--- src/rtl/gpioemu_mac_if.sv ---
// Address/strobe bus of the GPIO emulator: the master drives address, strobes and
// write data; the slave returns registered read data.
interface gpioemu_mac_if;
    logic [15:0] saddress;
    logic        srd;
    logic        swr;
    logic [31:0] sdata_in;
    logic [31:0] sdata_out;

    modport master (
        output saddress,
        output srd,
        output swr,
        output sdata_in,
        input  sdata_out
    );

    modport slave (
        input  saddress,
        input  srd,
        input  swr,
        input  sdata_in,
        output sdata_out
    );
endinterface

--- src/rtl/gpioemu_mac.sv ---
// Bus-mapped shift-add multiplier with bit-serial popcount and op counter.
// Optional GPIOEMU_MAC_OVF_SAT_EN: saturate the published result to all-ones on overflow.
module gpioemu_mac #(
    parameter int unsigned DATA_W    = 24,
    parameter logic [15:0] ADDR_BASE = 16'h0380
) (
    input  logic                clk,
    input  logic                reset,
    gpioemu_mac_if.slave        bus,
    input  logic [31:0]         gpio_in,
    input  logic                gpio_latch,
    output logic [31:0]         gpio_out,
    output logic [31:0]         gpio_in_s_insp
);

    localparam int unsigned AccW = 2 * DATA_W;

    localparam logic [15:0] AddrA1 = ADDR_BASE + 16'h0000;
    localparam logic [15:0] AddrA2 = ADDR_BASE + 16'h0008;
    localparam logic [15:0] AddrW  = ADDR_BASE + 16'h0010;
    localparam logic [15:0] AddrL  = ADDR_BASE + 16'h0018;
    localparam logic [15:0] AddrB  = ADDR_BASE + 16'h0020;

    localparam logic [1:0] StIdle  = 2'd0;
    localparam logic [1:0] StMult  = 2'd1;
    localparam logic [1:0] StCount = 2'd2;
    localparam logic [1:0] StDone  = 2'd3;

    localparam logic [1:0] StatNone = 2'b11;
    localparam logic [1:0] StatBusy = 2'b01;
    localparam logic [1:0] StatOk   = 2'b00;
    localparam logic [1:0] StatOvf  = 2'b10;

    localparam logic [5:0] LastMult = 6'(DATA_W - 1);

`ifdef GPIOEMU_MAC_OVF_SAT_EN
    localparam bit SatEn = 1'b1;
`else
    localparam bit SatEn = 1'b0;
`endif

    function automatic logic ovf_of(input logic [AccW-1:0] p);
        return |(64'(p) >> 32);
    endfunction

    function automatic logic [31:0] cand_of(input logic [AccW-1:0] p);
        return (SatEn && ovf_of(p)) ? 32'hFFFF_FFFF : 32'(64'(p));
    endfunction

    logic              srd_q, srd_d, swr_q, swr_d;
    logic [DATA_W-1:0] a1_q, a1_d, a2_q, a2_d;
    logic [DATA_W-1:0] a1_w_q, a1_w_d, a2_w_q, a2_w_d;
    logic [AccW-1:0]   acc_q, acc_d;
    logic [5:0]        cnt_q, cnt_d;
    logic [31:0]       shr_q, shr_d;
    logic [5:0]        ones_q, ones_d;
    logic [31:0]       w_q, w_d;
    logic [5:0]        l_q, l_d;
    logic [1:0]        status_q, status_d;
    logic [15:0]       op_count_q, op_count_d;
    logic [1:0]        state_q, state_d;
    logic [31:0]       sdata_out_q, sdata_out_d;
    logic [31:0]       gpio_in_s_q, gpio_in_s_d;

    logic rd_edge, wr_edge, start;

    // Only the low DATA_W bits of the write data reach operand registers.
    logic unused_sdata;
    assign unused_sdata = ^bus.sdata_in;

    always_comb begin
        srd_d       = bus.srd;
        swr_d       = bus.swr;
        rd_edge     = bus.srd & ~srd_q;
        wr_edge     = bus.swr & ~swr_q;
        a1_d        = a1_q;
        a2_d        = a2_q;
        a1_w_d      = a1_w_q;
        a2_w_d      = a2_w_q;
        acc_d       = acc_q;
        cnt_d       = cnt_q;
        shr_d       = shr_q;
        ones_d      = ones_q;
        w_d         = w_q;
        l_d         = l_q;
        status_d    = status_q;
        op_count_d  = op_count_q;
        state_d     = state_q;
        sdata_out_d = sdata_out_q;
        gpio_in_s_d = gpio_latch ? gpio_in : gpio_in_s_q;

        if (wr_edge && bus.saddress == AddrA1) a1_d = bus.sdata_in[DATA_W-1:0];
        if (wr_edge && bus.saddress == AddrA2) a2_d = bus.sdata_in[DATA_W-1:0];
        start = wr_edge && (bus.saddress == AddrB) && bus.sdata_in[0] && (status_q != StatBusy);

        // Read mux sees only current state, so a same-cycle write is not visible yet.
        if (rd_edge) begin
            case (bus.saddress)
                AddrW:   sdata_out_d = w_q;
                AddrL:   sdata_out_d = {26'h0, l_q};
                AddrB:   sdata_out_d = {30'h0, status_q};
                default: sdata_out_d = 32'h0;
            endcase
        end

        case (state_q)
            StIdle: begin
                if (start) begin
                    state_d  = StMult;
                    status_d = StatBusy;
                    acc_d    = '0;
                    cnt_d    = '0;
                    a1_w_d   = a1_q;
                    a2_w_d   = a2_q;
                end
            end
            StMult: begin
                if (a2_w_q[0]) acc_d = acc_q + (AccW'(a1_w_q) << cnt_q);
                a2_w_d = a2_w_q >> 1;
                if (cnt_q == LastMult) begin
                    state_d = StCount;
                    cnt_d   = '0;
                    ones_d  = '0;
                    shr_d   = cand_of(acc_d);
                end else begin
                    cnt_d = cnt_q + 6'd1;
                end
            end
            StCount: begin
                ones_d = ones_q + 6'(shr_q[0]);
                shr_d  = shr_q >> 1;
                if (cnt_q == 6'd31) begin
                    state_d = StDone;
                    cnt_d   = '0;
                end else begin
                    cnt_d = cnt_q + 6'd1;
                end
            end
            default: begin
                w_d        = cand_of(acc_q);
                l_d        = ones_q;
                status_d   = ovf_of(acc_q) ? StatOvf : StatOk;
                op_count_d = op_count_q + 16'd1;
                state_d    = StIdle;
            end
        endcase
    end

    always_ff @(posedge clk) begin
        if (reset) begin
            srd_q       <= 1'b0;
            swr_q       <= 1'b0;
            a1_q        <= '0;
            a2_q        <= '0;
            a1_w_q      <= '0;
            a2_w_q      <= '0;
            acc_q       <= '0;
            cnt_q       <= '0;
            shr_q       <= '0;
            ones_q      <= '0;
            w_q         <= '0;
            l_q         <= '0;
            status_q    <= StatNone;
            op_count_q  <= '0;
            state_q     <= StIdle;
            sdata_out_q <= '0;
            gpio_in_s_q <= '0;
        end else begin
            srd_q       <= srd_d;
            swr_q       <= swr_d;
            a1_q        <= a1_d;
            a2_q        <= a2_d;
            a1_w_q      <= a1_w_d;
            a2_w_q      <= a2_w_d;
            acc_q       <= acc_d;
            cnt_q       <= cnt_d;
            shr_q       <= shr_d;
            ones_q      <= ones_d;
            w_q         <= w_d;
            l_q         <= l_d;
            status_q    <= status_d;
            op_count_q  <= op_count_d;
            state_q     <= state_d;
            sdata_out_q <= sdata_out_d;
            gpio_in_s_q <= gpio_in_s_d;
        end
    end

    assign bus.sdata_out    = sdata_out_q;
    assign gpio_out         = {16'h0, op_count_q};
    assign gpio_in_s_insp   = gpio_in_s_q;

endmodule

--- src/flat_wrapper.sv ---
// flat-port wrapper written by rule: the top's interface ports become plain ports
module gpioemu_mac_flat 
#(
    parameter int unsigned DATA_W    = 24,
    parameter logic [15:0] ADDR_BASE = 16'h0380
)
  (clk, reset, gpio_in, gpio_latch, gpio_out, gpio_in_s_insp, bus_saddress, bus_srd, bus_swr, bus_sdata_in, bus_sdata_out);
  gpioemu_mac_if bus_i ();
  input  logic clk;
  input  logic reset;
  input  logic [31:0] gpio_in;
  input  logic gpio_latch;
  output logic [31:0] gpio_out;
  output logic [31:0] gpio_in_s_insp;
  input wire logic [$bits(bus_i.saddress)-1:0] bus_saddress;
  input wire logic [$bits(bus_i.srd)-1:0] bus_srd;
  input wire logic [$bits(bus_i.swr)-1:0] bus_swr;
  input wire logic [$bits(bus_i.sdata_in)-1:0] bus_sdata_in;
  output wire logic [$bits(bus_i.sdata_out)-1:0] bus_sdata_out;
  assign bus_i.saddress = bus_saddress;
  assign bus_i.srd = bus_srd;
  assign bus_i.swr = bus_swr;
  assign bus_i.sdata_in = bus_sdata_in;
  assign bus_sdata_out = bus_i.sdata_out;
  gpioemu_mac #(.DATA_W(DATA_W), .ADDR_BASE(ADDR_BASE)) u_core (.clk(clk), .reset(reset), .bus(bus_i), .gpio_in(gpio_in), .gpio_latch(gpio_latch), .gpio_out(gpio_out), .gpio_in_s_insp(gpio_in_s_insp));
endmodule
--- config.mk ---
export PLATFORM = sky130hd
export DESIGN_NAME = gpioemu_mac_flat
export DESIGN_NICKNAME = d
export VERILOG_FILES = /design/src/rtl/gpioemu_mac_if.sv /design/src/rtl/gpioemu_mac.sv /design/src/flat_wrapper.sv
export SDC_FILE = /design/constraint.sdc
export NUM_CORES = 1
export LEC_CHECK = 0
export BUFFER_PORTS_ARGS = -buffer_cell sky130_fd_sc_hd__buf_4
export CAP_MARGIN = 10
export CORE_MARGIN = 2
export CORE_UTILIZATION = 35
export CTS_CLUSTER_SIZE = 12
export DETAILED_ROUTE_END_ITERATION = 12
export SETUP_SLACK_MARGIN = 0.02
export SYNTH_ARGS = -nofsm -noshare
export SYNTH_HDL_FRONTEND = slang
export SYNTH_SLANG_ARGS = --single-unit
--- constraint.sdc ---
create_clock -name clk -period 6.28 [get_ports clk]
set_input_delay 1.256 -clock clk [delete_from_list [all_inputs] [get_ports clk]]
set_output_delay 1.256 -clock clk [all_outputs]
set_load 0.01 [all_outputs]
==> flow_metrics.py <==
metrics = {
    "worst_setup_path": {
        "critical_path_required_ps": 6740,
        "worstReg2RegStart": "u_core.cnt_q[1]",
        "r2r_cells": 19,
        "crit-reg2reg-capture": "u_core.shr_q[31]",
        "worst_setup_path_start_kind": "flop",
        "worstPathArrival_ps": 5890,
        "endpoint_kind": "flop",
        "critPathMaxFanout": 23,
        "critPathKind": "reg -> reg",
        "worstSetupStartpoint": "u_core.cnt_q[1]",
        "setup.worst_path.end": "u_core.shr_q[31]",
        "r2r_setup_slack_ps": 850,
    },
    "power": {
        "intPower_mw": 3.43,
        "vdd_ir_drop_max_uv": 199,
        "total_power_mw": 4.62,
        "p_sw_mw": 1.19,
        "power.leakage_nw": 7.50,
        "p_per_area_nw_per_um2": 237,
        "power_frac_clock": 0.449,
        "seq_power_share": 0.439,
        "p_comb_frac": 0.112,
        "switching_share": 0.257,
    },
    "global_routing": {
        "grt_pass1_wl_um": 73900,
        "track_usage": 0.179,
        "grt-ovfl-total": 0,
        "antenna_found_initial": 0,
        "grt_max_degree": 103,
        "grt_pass1_vias": 13900,
    },
    "drt": {
        "wire_per_inst_um": 16.4,
        "drtIter0Drc": 968,
        "ant_nets": 0,
        "vias_per_cell": 5.26,
        "vias": 14500,
        "first_pass_iters": 6,
        "wirelength_um": 45300,
        "drc_errors": 0,
    },
    "hold_path": {
        "min_path_type": "reg -> reg",
    },
    "final_layout": {
        "final_util": 0.410,
        "seq_area_um2": 6250,
        "multiInputGateArea_um2": 9840,
        "fin_cells": 2761,
        "antenna_cells": 0,
        "syn2layout_area_growth_pct": 15.8,
        "nets": 2267,
        "drive_gt1_frac": 0.143,
        "design_area_um2": 19500,
        "fillers": 4815,
    },
    "logic_synthesis": {
        "syn_area_um2": 16800,
        "avgSynthCellArea_um2": 8.19,
        "yosysTopAreaCell": "dfxtp_1",
        "yosysWarnings": 0,
        "synth-edff-count": 0,
        "netlist.area_leader.share": 0.371,
        "yosysSeqAreaShare": 0.371,
        "yosysUniqueCellTypes": 98,
        "synthArstFlopShare": 0,
        "synth-main-ff-cell": "dfxtp_1",
        "netlist_top_cells_area": "dfxtp_1 (37%), mux2i_1 (8.8%), nand2_1 (6.4%)",
        "syn_inst": 2054,
        "ys_ff_latch": 312,
    },
    "clocking": {
        "hold_buffers": 0,
        "postCtsSetupBuffers": 0,
        "clock-sinks": 312,
        "numCtsBuffers": 36,
        "clock_path_buffers": 3,
        "cts.clk_slew.worst_paths_ps": 60,
        "cts.htree.levels": 2,
        "cts_root_buf": "clkbuf_16",
        "cts_tree": "built",
        "worstSkewPairLatency_ps": 550,
        "post_cts_resized": 0,
    },
    "placement": {
        "globalplace.congestion": 0.894,
        "hpwl_um": 32900,
        "port_buffers": 156,
        "dp_cells": 2703,
        "place_area_um2": 18300,
        "dp_worst_setup_slack_ps": 988,
    },
    "floorplanning": {
        "core_um2": 47500,
        "fp.dieH_um": 223,
        "initial_core_util": 0.354,
        "die-area_um2": 49800,
        "io_pins": 181,
        "rows": 80,
        "fp.dieW_um": 223,
    },
    "timing": {
        "fin_ws_ps": 848,
        "hold_ws_ps": 443,
        "tightestPinTransition_ps": 1060,
        "hold_viol": 0,
        "rsz0062_at_grt": "no",
        "fin_crit_ps": 5430,
        "clock_skew_ps": 23.4,
        "setup_viol": 0,
        "slew_violations": 0,
        "finalCritPeriodShare": 0.865,
        "fmax_ghz": 0.184,
        "relSlewSlack": 0.294,
        "fin_setup_tns_ps": 0,
    },
    "job": {
        "maxCapViolCount": 0,
    },
    "status": {
        "status": "finished clean",
    },
}
==> cells by family (layout without fill, tap and decap cells) <==
logic type | Yosys count | after routing | synth area share
AOI/OAI and AO/OA | 503 | 503 | 0.199
xor gates and xnor gates | 59 | 59 | 0.0307
adders and majority gates | 56 | 56 | 0.0421
buffers and inverters | 190 | 267 | 0.0484
DFF | 312 | 312 | 0.371
muxes | 181 | 181 | 0.112
other | 1 | 16 | 0.000223
and+or+nand+nor | 752 | 752 | 0.196
==> layout by cell type (no fill, tap or decap), types with 4 or more instances in the layout <==
cell type | synthesis | layout
conb_1 | 1 | 16
and2_1 | 13 | 13
dfxtp_1 | 312 | 311
a21oi_1 | 169 | 169
clkbuf_8 | 0 | 6
nor2_1 | 283 | 283
and3_1 | 15 | 15
nand2_1 | 287 | 287
buf_4 | 19 | 177
o21ai_0 | 65 | 64
o21a_1 | 6 | 6
a21oi_2 | 5 | 5
nor4_1 | 6 | 6
o32ai_1 | 4 | 4
or3_1 | 6 | 6
a22o_1 | 5 | 5
inv_1 | 30 | 30
o211ai_1 | 16 | 16
nor3_1 | 19 | 19
mux2_2 | 30 | 30
xnor2_1 | 27 | 27
clkbuf_16 | 0 | 36
xor2_1 | 32 | 32
clkbuf_1 | 106 | 6
mux2i_1 | 148 | 148
ha_1 | 55 | 53
a21o_1 | 38 | 38
a22oi_1 | 49 | 49
or2_2 | 6 | 6
nand2b_1 | 19 | 19
o22ai_1 | 23 | 23
o21ai_1 | 9 | 8
o21bai_1 | 5 | 5
a211oi_1 | 36 | 36
nor2b_1 | 16 | 16
nand4_1 | 16 | 16
nor3b_1 | 9 | 9
a31oi_1 | 14 | 14
nand3_1 | 33 | 33
==> routing by layer <==
layer | track usage | wire [um] | up-vias
li1 | - | - | 7363
met1 | 0.241 | 21400 | 6751
met2 | 0.294 | 20700 | 347
met3 | 0.0295 | 2210 | 60
met4 | 0.0552 | 986 | 0
met5 | 0 | 0 | -
==> critical path, stage by stage (launching register included) <==
cell	delay, ps
dfxtp_1	990
buf_4	350
mux2_2	380
nand2_1	70
o21ai_0	90
mux2i_1	340
inv_1	60
o21ai_0	360
nor2_1	80
nor2_1	100
nor2_1	70
ha_1	440
nor2b_1	190
nor3_1	420
nor2b_1	230
a31oi_2	170
a2111oi_0	530
a41o_1	190
o211ai_1	110
a21oi_1	160
==> worst min-delay path by stage <==
stage               cells past startpoint             start                 to
floorplan                               2   u_core.shr_q[9]    u_core.shr_q[9]
global placement                        2  u_core.shr_q[14]   u_core.shr_q[14]
detailed placement                      2   u_core.shr_q[9]    u_core.shr_q[9]
CTS                                     2   u_core.a1_q[22]  u_core.a1_w_q[22]
global route                            2  u_core.shr_q[19]   u_core.shr_q[19]
finish                                  2   u_core.a1_q[22]  u_core.a1_w_q[22]
==> flip-flops by register name, summed over array words and instances, names as in the netlist, 2 cells and up <==
name                   cells
u_core.a2_w_q             24
u_core.w_q                32
u_core.state_q             2
u_core.gpio_in_s_insp     32
u_core.acc_q              48
u_core.status_q            2
u_core.op_count_q         16
u_core.ones_q              6
u_core.cnt_q               6
u_core.a2_q               24
u_core.a1_q               24
u_core.l_q                 6
u_core.bus.sdata_out      32
u_core.shr_q              32
u_core.a1_w_q             24
==> layout make-up <==
| class | instances | area share |
|---|---|---|
| clock buffer | 47 | 0.0509 |
| multi-input combinational | 1567 | 0.505 |
| timing repair buffer | 178 | 0.0689 |
| inverter | 31 | 0.00597 |
| sequential | 312 | 0.321 |
| clock inverter | 11 | 0.00880 |
| tap | 615 | 0.0395 |
==> synthesized netlist by cell type (32+ instances only) <==
cell      count
a211oi_1     36
nand3_1      33
a21o_1       38
nand2_1     287
clkbuf_1    106
a21oi_1     169
dfxtp_1     312
mux2i_1     148
a22oi_1      49
ha_1         55
nor2_1      283
xor2_1       32
o21ai_0      65
==> power by group through the flow <==
stage	sequential [mW]	clock, mW	combinational [mW]
final	2.03	2.08	0.517
after global routing	2.03	2.20	0.562
after CTS	2.03	2.13	0.516
after detailed placement	2.07	0	0.514
after global placement	2.07	0	0.507
after floorplan	2.07	0	0.341
Power figures use the tool's default switching activity.
